<file path="config.mk">
export PLATFORM = sky130hd
export DESIGN_NAME = dmem_access_ctrl
export DESIGN_NICKNAME = d
export VERILOG_FILES = /design/src/rtl/dmem_pkg.sv /design/src/rtl/dmem_rr_arb.sv /design/src/rtl/dmem_access_ctrl.sv
export SDC_FILE = /design/constraint.sdc
export NUM_CORES = 1
export LEC_CHECK = 0
export ABC_CLOCK_PERIOD_IN_PS = 3850
export CORE_AREA = 2 2 228 230
export DETAILED_ROUTE_END_ITERATION = 6
export DIE_AREA = 0 0 230 232
export HOLD_SLACK_MARGIN = 0.02
export SYNTH_ARGS = -nofsm -noshare
export SYNTH_HDL_FRONTEND = slang
export SYNTH_SLANG_ARGS = --single-unit
</file>
<file path="constraint.sdc">
create_clock -name clk -period 3.85 [get_ports clk]
set_input_delay 0.77 -clock clk [delete_from_list [all_inputs] [get_ports clk]]
set_output_delay 0.77 -clock clk [all_outputs]
set_load 0.02 [all_outputs]
</file>
<file path="src/rtl/dmem_pkg.sv">
// Shared definitions for the data-memory access controller: FSM encodings,
// requester ids and default widths.
package dmem_pkg;

  typedef enum logic [1:0] {
    ST_IDLE    = 2'd0,
    ST_ISSUE   = 2'd1,
    ST_CAPTURE = 2'd2,
    ST_DONE    = 2'd3
  } state_t;

  localparam logic REQ_CPU = 1'b0;
  localparam logic REQ_DMA = 1'b1;

  localparam int DEF_DATA_W  = 64;
  localparam int DEF_ADDR_W  = 64;
  localparam int DEF_MEMSIZE = 64;

endpackage

</file>
<file path="src/rtl/dmem_rr_arb.sv">
// Two-input round-robin arbiter: a lone requester wins; on a tie the one
// that did not win last time is chosen. Output is one-hot (or zero).
module dmem_rr_arb
  import dmem_pkg::*;
(
  input  logic [1:0] req,
  input  logic       last,
  output logic [1:0] grant
);

  always_comb begin
    grant = 2'b00;
    case (req)
      2'b01:   grant = 2'b01;
      2'b10:   grant = 2'b10;
      2'b11:   grant = (last == REQ_DMA) ? 2'b01 : 2'b10;
      default: grant = 2'b00;
    endcase
  end

endmodule

</file>
<file path="src/rtl/dmem_access_ctrl.sv">
// Shares a single-port data memory between the CPU (port 0) and the loader/DMA
// (port 1): round-robin arbitration, range check, one access in flight.
module dmem_access_ctrl
  import dmem_pkg::*;
#(
  parameter int DATA_W  = DEF_DATA_W,
  parameter int ADDR_W  = DEF_ADDR_W,
  parameter int MEMSIZE = DEF_MEMSIZE
) (
  input  logic              clk,
  input  logic              rst,
  input  logic              r0_req,
  input  logic              r0_we,
  input  logic [ADDR_W-1:0] r0_addr,
  input  logic [DATA_W-1:0] r0_wdata,
  output logic              r0_gnt,
  output logic              r0_ack,
  output logic              r0_err,
  output logic [DATA_W-1:0] r0_rdata,
  input  logic              r1_req,
  input  logic              r1_we,
  input  logic [ADDR_W-1:0] r1_addr,
  input  logic [DATA_W-1:0] r1_wdata,
  output logic              r1_gnt,
  output logic              r1_ack,
  output logic              r1_err,
  output logic [DATA_W-1:0] r1_rdata,
  output logic [ADDR_W-1:0] mem_addr,
  output logic [DATA_W-1:0] mem_wdata,
  output logic              mem_we,
  output logic              mem_re,
  input  logic [DATA_W-1:0] mem_rdata,
  output logic              busy
);

  localparam logic [ADDR_W-1:0] ADDR_LIMIT = ADDR_W'(MEMSIZE);

  state_t            state;
  logic              win;
  logic              last;
  logic              cmd_we;
  logic              cmd_err;
  logic [DATA_W-1:0] rdata0;
  logic [DATA_W-1:0] rdata1;
  logic [1:0]        grant;
  logic              sel_we;
  logic [ADDR_W-1:0] sel_addr;
  logic [DATA_W-1:0] sel_wdata;

  dmem_rr_arb u_arb (
    .req   ({r1_req, r0_req}),
    .last  (last),
    .grant (grant)
  );

  always_comb begin
    sel_we    = grant[1] ? r1_we    : r0_we;
    sel_addr  = grant[1] ? r1_addr  : r0_addr;
    sel_wdata = grant[1] ? r1_wdata : r0_wdata;
  end

  always_ff @(posedge clk) begin
    if (rst) begin
      state     <= ST_IDLE;
      win       <= REQ_CPU;
      last      <= REQ_DMA;
      cmd_we    <= 1'b0;
      cmd_err   <= 1'b0;
      mem_addr  <= '0;
      mem_wdata <= '0;
      rdata0    <= '0;
      rdata1    <= '0;
    end else begin
      case (state)
        ST_IDLE: begin
          if (|grant) begin
            win       <= grant[1];
            last      <= grant[1];
            cmd_we    <= sel_we;
            cmd_err   <= !(sel_addr < ADDR_LIMIT);
            mem_addr  <= sel_addr;
            mem_wdata <= sel_wdata;
            state     <= ST_ISSUE;
          end
        end
        ST_ISSUE: state <= ST_CAPTURE;
        ST_CAPTURE: begin
          // memory read data is valid now, one cycle after mem_re
          if (!cmd_we && !cmd_err) begin
            if (win == REQ_DMA) rdata1 <= mem_rdata;
            else                rdata0 <= mem_rdata;
          end
          state <= ST_DONE;
        end
        ST_DONE: state <= ST_IDLE;
        default: state <= ST_IDLE;
      endcase
    end
  end

  always_comb begin
    busy     = (state != ST_IDLE);
    mem_we   = !rst && (state == ST_ISSUE) && !cmd_err &&  cmd_we;
    mem_re   = !rst && (state == ST_ISSUE) && !cmd_err && !cmd_we;
    r0_gnt   = (state == ST_ISSUE) && (win == REQ_CPU);
    r1_gnt   = (state == ST_ISSUE) && (win == REQ_DMA);
    r0_ack   = (state == ST_DONE)  && (win == REQ_CPU);
    r1_ack   = (state == ST_DONE)  && (win == REQ_DMA);
    r0_err   = r0_ack && cmd_err;
    r1_err   = r1_ack && cmd_err;
    r0_rdata = rdata0;
    r1_rdata = rdata1;
  end

endmodule
</file>
* Yosys cells after proc, flatten, opt, wreduce, memory -nomap -nowiden
Cells that the tools add are included. Widths: inputs -> output; s select.
Word-level totals: register bits after elaboration 262, logic and storage cells 46
Cells by class: muxes and demuxes 7, order comparisons 1, equality and inequality tests 7, reductions and logical operators 21, bitwise operators 1
Operators with widths (count):
- $mux 64 | 2
- $lt 64x7->1 const B | 1
- $logic_and 1x1->1 | 11
- $eq 2x2->1 const B | 4
- $pmux 2 s4 | 1
- $pmux 2 s3 | 1
- $reduce_and 3->1 | 2
- $eq 2x1->1 const B | 2
- $logic_not 1->1 | 4
- $mux 2 | 2
- $logic_not 2->1 | 1
- $ne 2x2->1 const B | 1
- $reduce_and 2->1 | 1
- $reduce_bool 2->1 | 1
- $reduce_or 2->1 | 1
- $mux 1 | 1
- $not 1->1 | 1

* Logic depth before layout (Yosys ltp)
depth after elaboration 5, mapped depth 8

* Modules after synthesis
A second synthesis with hierarchy kept.
Unflattened totals: cells, all modules 1217, area, all modules 11144.4 µm²
By module, submodules not included:
- dmem_access_ctrl | instances 1, area each 11125.7 µm², cells each 1214, seq. area each 5245.0 µm²
- dmem_rr_arb | instances 1, area each 18.8 µm², cells each 3, seq. area each 0.0 µm²

* Worst setup path before layout
OpenSTA, ideal clock, no wires.
path kind input -> output, start input rst, end output mem_re, setup slack 1.396 ns, arrival time 1.684 ns, stages on the path 2, cell sequence clkbuf_1 -> nor4b_1
On the way: longest elaborated chain between the ends 4
RTL lines:
- start: declaration | line dmem_access_ctrl.sv:11 | input logic rst,
- $logic_not 1->1 | line dmem_access_ctrl.sv:104 | mem_re = !rst && (state == ST_ISSUE) && !cmd_err && !cmd_we;
- $logic_and 1x1->1 (3 in series) | line dmem_access_ctrl.sv:104
- end: declaration | line dmem_access_ctrl.sv:31 | output logic mem_re,
Every way passes these cells.

* Worst setup path in the final report
start register state[1], end output mem_re
On the way: longest elaborated chain between the ends 4
RTL lines:
- start: declaration | line dmem_access_ctrl.sv:38 | state_t state;
- start signal: assignment | line dmem_access_ctrl.sv:64 | state <= ST_IDLE;
- start signal: assignment | line dmem_access_ctrl.sv:83 | state <= ST_ISSUE;
- start signal: assignment | line dmem_access_ctrl.sv:86 | ST_ISSUE: state <= ST_CAPTURE;
- $eq 2x1->1 | line dmem_access_ctrl.sv:104
- $logic_and 1x1->1 (3 in series) | line dmem_access_ctrl.sv:104
Every way passes these cells.

==> impl_metrics.env <==
export IMPL_outcome="finished clean"
export IMPL_ctsHoldBuffers=0
export IMPL_final_nets=2221
export IMPL_grt_max_degree=109
export IMPL_antenna_found_initial=5
export IMPL_viasPerCell=4.532
export IMPL_dr_pass1_iters=7
export IMPL_fp_dieW_um=230
export IMPL_synth_top_area_share_pct=50.30
export IMPL_worst_setup_path_end_kind="primary output"
export IMPL_holdWs_ns=0.4529
export IMPL_post_place_ws_ns=0.9694
export IMPL_syn_avg_cell_area_um2=7.690
export IMPL_ys_top_cells_by_area="dfxtp_1 50%, nand2_1 19%, a311oi_1 11%, a21oi_1 6.3%, nor2_1 5.0%"
export IMPL_fin_util_pct=35.47
export IMPL_seq_area_frac_synth_pct=50.30
export IMPL_cts_setup_buffers=0
export IMPL_critPathLaunchType="flop"
export IMPL_path_buf_inv=2
export IMPL_synth_nets=1686
export IMPL_drv_cap=0
export IMPL_vias=11760
export IMPL_wl_per_cell_um=17.55
export IMPL_finalCriticalPeriod_ns=3.019
export IMPL_place_area_um2=16980
export IMPL_grt_ovfl_total=0
export IMPL_fin_crit_sh_pct=78.42
export IMPL_required_ns=3.08
export IMPL_place_congestion=0.9000
export IMPL_synthesis_area_um2=10430
export IMPL_start_util_pct=20.49
export IMPL_clk_root_buffer_cell="clkbuf_16"
export IMPL_fin_skew_ns=0.006720
export IMPL_dieArea_um2=53360
export IMPL_wirelength_um=45540
export IMPL_hold_viol=0
export IMPL_critPathTopFamily="buffers and inverters"
export IMPL_drc_errors=0
export IMPL_first_global_vias=11560
export IMPL_worst_slack_ns=0.8310
export IMPL_cts_htree_levels=1
export IMPL_grt_pass1_wl_um=67580
export IMPL_die_y_um=232
export IMPL_design_core_area_um2=50890
export IMPL_timing_setup_tns_ns=0
export IMPL_multi_input_area_um2=4725
export IMPL_crit_slowest_cell="clkdlybuf4s50_1"
export IMPL_cts_buffers=31
export IMPL_critPathMaxStageDelay_ns=0.69
export IMPL_hpwl_um=33870
export IMPL_ant_nets=0
export IMPL_setup_violations=0
export IMPL_fmax_mhz=331.2
export IMPL_dpl_cell_count=2538
export IMPL_p_per_area_nw_per_um2=613.2
export IMPL_grt_setup_unrepaired="false"
export IMPL_cp_max_fo=4
export IMPL_drive_above_1_share_pct=4.341
export IMPL_final_cells=2595
export IMPL_ys_warn_count=0
export IMPL_worstPathCellList="inv_1 -> ha_1 -> nor4b_1 -> clkdlybuf4s50_1"
export IMPL_synth_cell_types=29
export IMPL_path_clk_slew_ns=0.06
export IMPL_finalPower_mw=11.07
export IMPL_cts_sinks=262
export IMPL_cts_tree="yes"
export IMPL_critPathKind="flop to primary output"
export IMPL_synth_seq_cells=262
export IMPL_slew_headroom_pct=34.30
export IMPL_portBuffers=590
export IMPL_post_synth_top_area_cell="dfxtp_1"
export IMPL_finalInstanceArea_um2=18050
export IMPL_ir_drop_mv=0.3525
export IMPL_cts_resized=0
export IMPL_grt_usage_pct=15.94
export IMPL_fillers=5302
export IMPL_hp_class="flop to flop"
export IMPL_io_pins=591
export IMPL_area_growth_pct=73.11
export IMPL_clockBufferDepth=3
export IMPL_syn_inst=1356
export IMPL_worst_pin_slew_ns=0.9856
export IMPL_final_max_slew_viol_count=0
export IMPL_seq_area_um2=5245
export IMPL_p_leak_nw=6.397
export IMPL_rows=83
export IMPL_clkLatencyLatePin_ns=0.56
export IMPL_drt_iter0_drc=522
export IMPL_cp_arrival_ns=2.25
-- sequential cells by signal (all words and copies together) (netlist names) --
name / flops
win: 1
mem_addr: 64
cmd_err: 1
state: 2
r0_rdata: 64
last: 1
r1_rdata: 64
cmd_we: 1
mem_wdata: 64
-- worst min-delay path: cells and delay by family (launching register included) --
family	cells	cell delay (ns)
DFF	1	0.31
and+or+nand+nor	1	0.05
AOI/OAI and AO/OA	1	0.05
-- logic make-up (layout without fill, tap and decap cells) --
family | after synthesis | in the layout | share of synthesized area, %
AOI/OAI and AO/OA | 269 | 269 | 17.81
adders and majority gates | 4 | 4 | 0.4800
buffers and inverters | 115 | 671 | 4.668
DFF | 262 | 262 | 50.30
other | 0 | 3 | 0
and+or+nand+nor | 706 | 706 | 26.75
-- per-layer routing --
layer	wire length [um]	track usage [%]	up-vias
li1	-	-	5682
met2	21880	27.39	509
met3	3963	4.715	77
met5	13	0	-
met1	18140	18.78	5490
met4	1535	5.746	2
-- layout by cell type (no fill, tap or decap), drive strengths merged --
cell type and count:
buf 24, or4 3, diode 3, clkdlybuf4s50 589, nand2 517, a21oi 131
bufinv 4, nand3 3, a41oi 1, or2 2, clkbuf 44, nor2 139
a31oi 1, a21boi 1, o21ai 1, clkinv 7, or3 1, and2 3
nand4 7, o41ai 1, a311oi 130, and3 2, inv 3, nor4bb 1
o31ai 2, dfxtp 262, nor2b 3, ha 4, o21bai 1, nor4b 1
nor4 24
-- area by class of cell --
type / count / share of cell area [%]
inverter: 3 / 0.06238
tap: 680 / 4.713
multi-input combinational: 979 / 26.17
timing repair buffer: 614 / 34.08
sequential: 262 / 29.06
antenna: 3 / 0.04159
clock buffer: 43 / 4.991
clock inverter: 11 / 0.8803
-- power breakdown --
| group | switching [mW] | internal [mW] | leakage, nW |
|---|---|---|---|
| clock network | 1.18 | 1.88 | 0.528 |
| registers | 0.352 | 3.32 | 2.15 |
| logic | 2.43 | 1.90 | 3.72 |
-- cell usage after synthesis --
| cell type | number |
|---|---|
| nor2_1 | 138 |
| o21bai_1 | 1 |
| a41oi_1 | 1 |
| nand3_1 | 3 |
| and3_1 | 2 |
| nor4bb_1 | 1 |
| nor2_4 | 1 |
| nor4_1 | 24 |
| nand2_1 | 517 |
| a21boi_2 | 1 |
| nand4_1 | 7 |
| or3_1 | 1 |
| clkbuf_1 | 59 |
| or4_1 | 3 |
| ha_1 | 4 |
| a31oi_1 | 1 |
| and2_1 | 3 |
| nor2b_1 | 3 |
| o21ai_0 | 1 |
| or2_2 | 2 |
| o31ai_1 | 2 |
| inv_1 | 3 |
| buf_1 | 9 |
| a311oi_1 | 130 |
| nor4b_1 | 1 |
| o41ai_1 | 1 |
| a21oi_1 | 131 |
| buf_2 | 44 |
| dfxtp_1 | 262 |
-- worst paths after layout --
check	from	to	slack, ns	depth (start not counted)
min	r1_rdata[30]$_SDFFE_PP0P_	r1_rdata[30]$_SDFFE_PP0P_	0.45	2
max reg2reg	state[0]$_SDFFE_PP0P_	r0_rdata[33]$_SDFFE_PP0P_	1.53	7
max	state[1]$_SDFFE_PP0P_	mem_re	0.83	4
min reg2reg	r1_rdata[30]$_SDFFE_PP0P_	r1_rdata[30]$_SDFFE_PP0P_	0.45	2
Note: power is estimated with default switching activity, not from simulation.
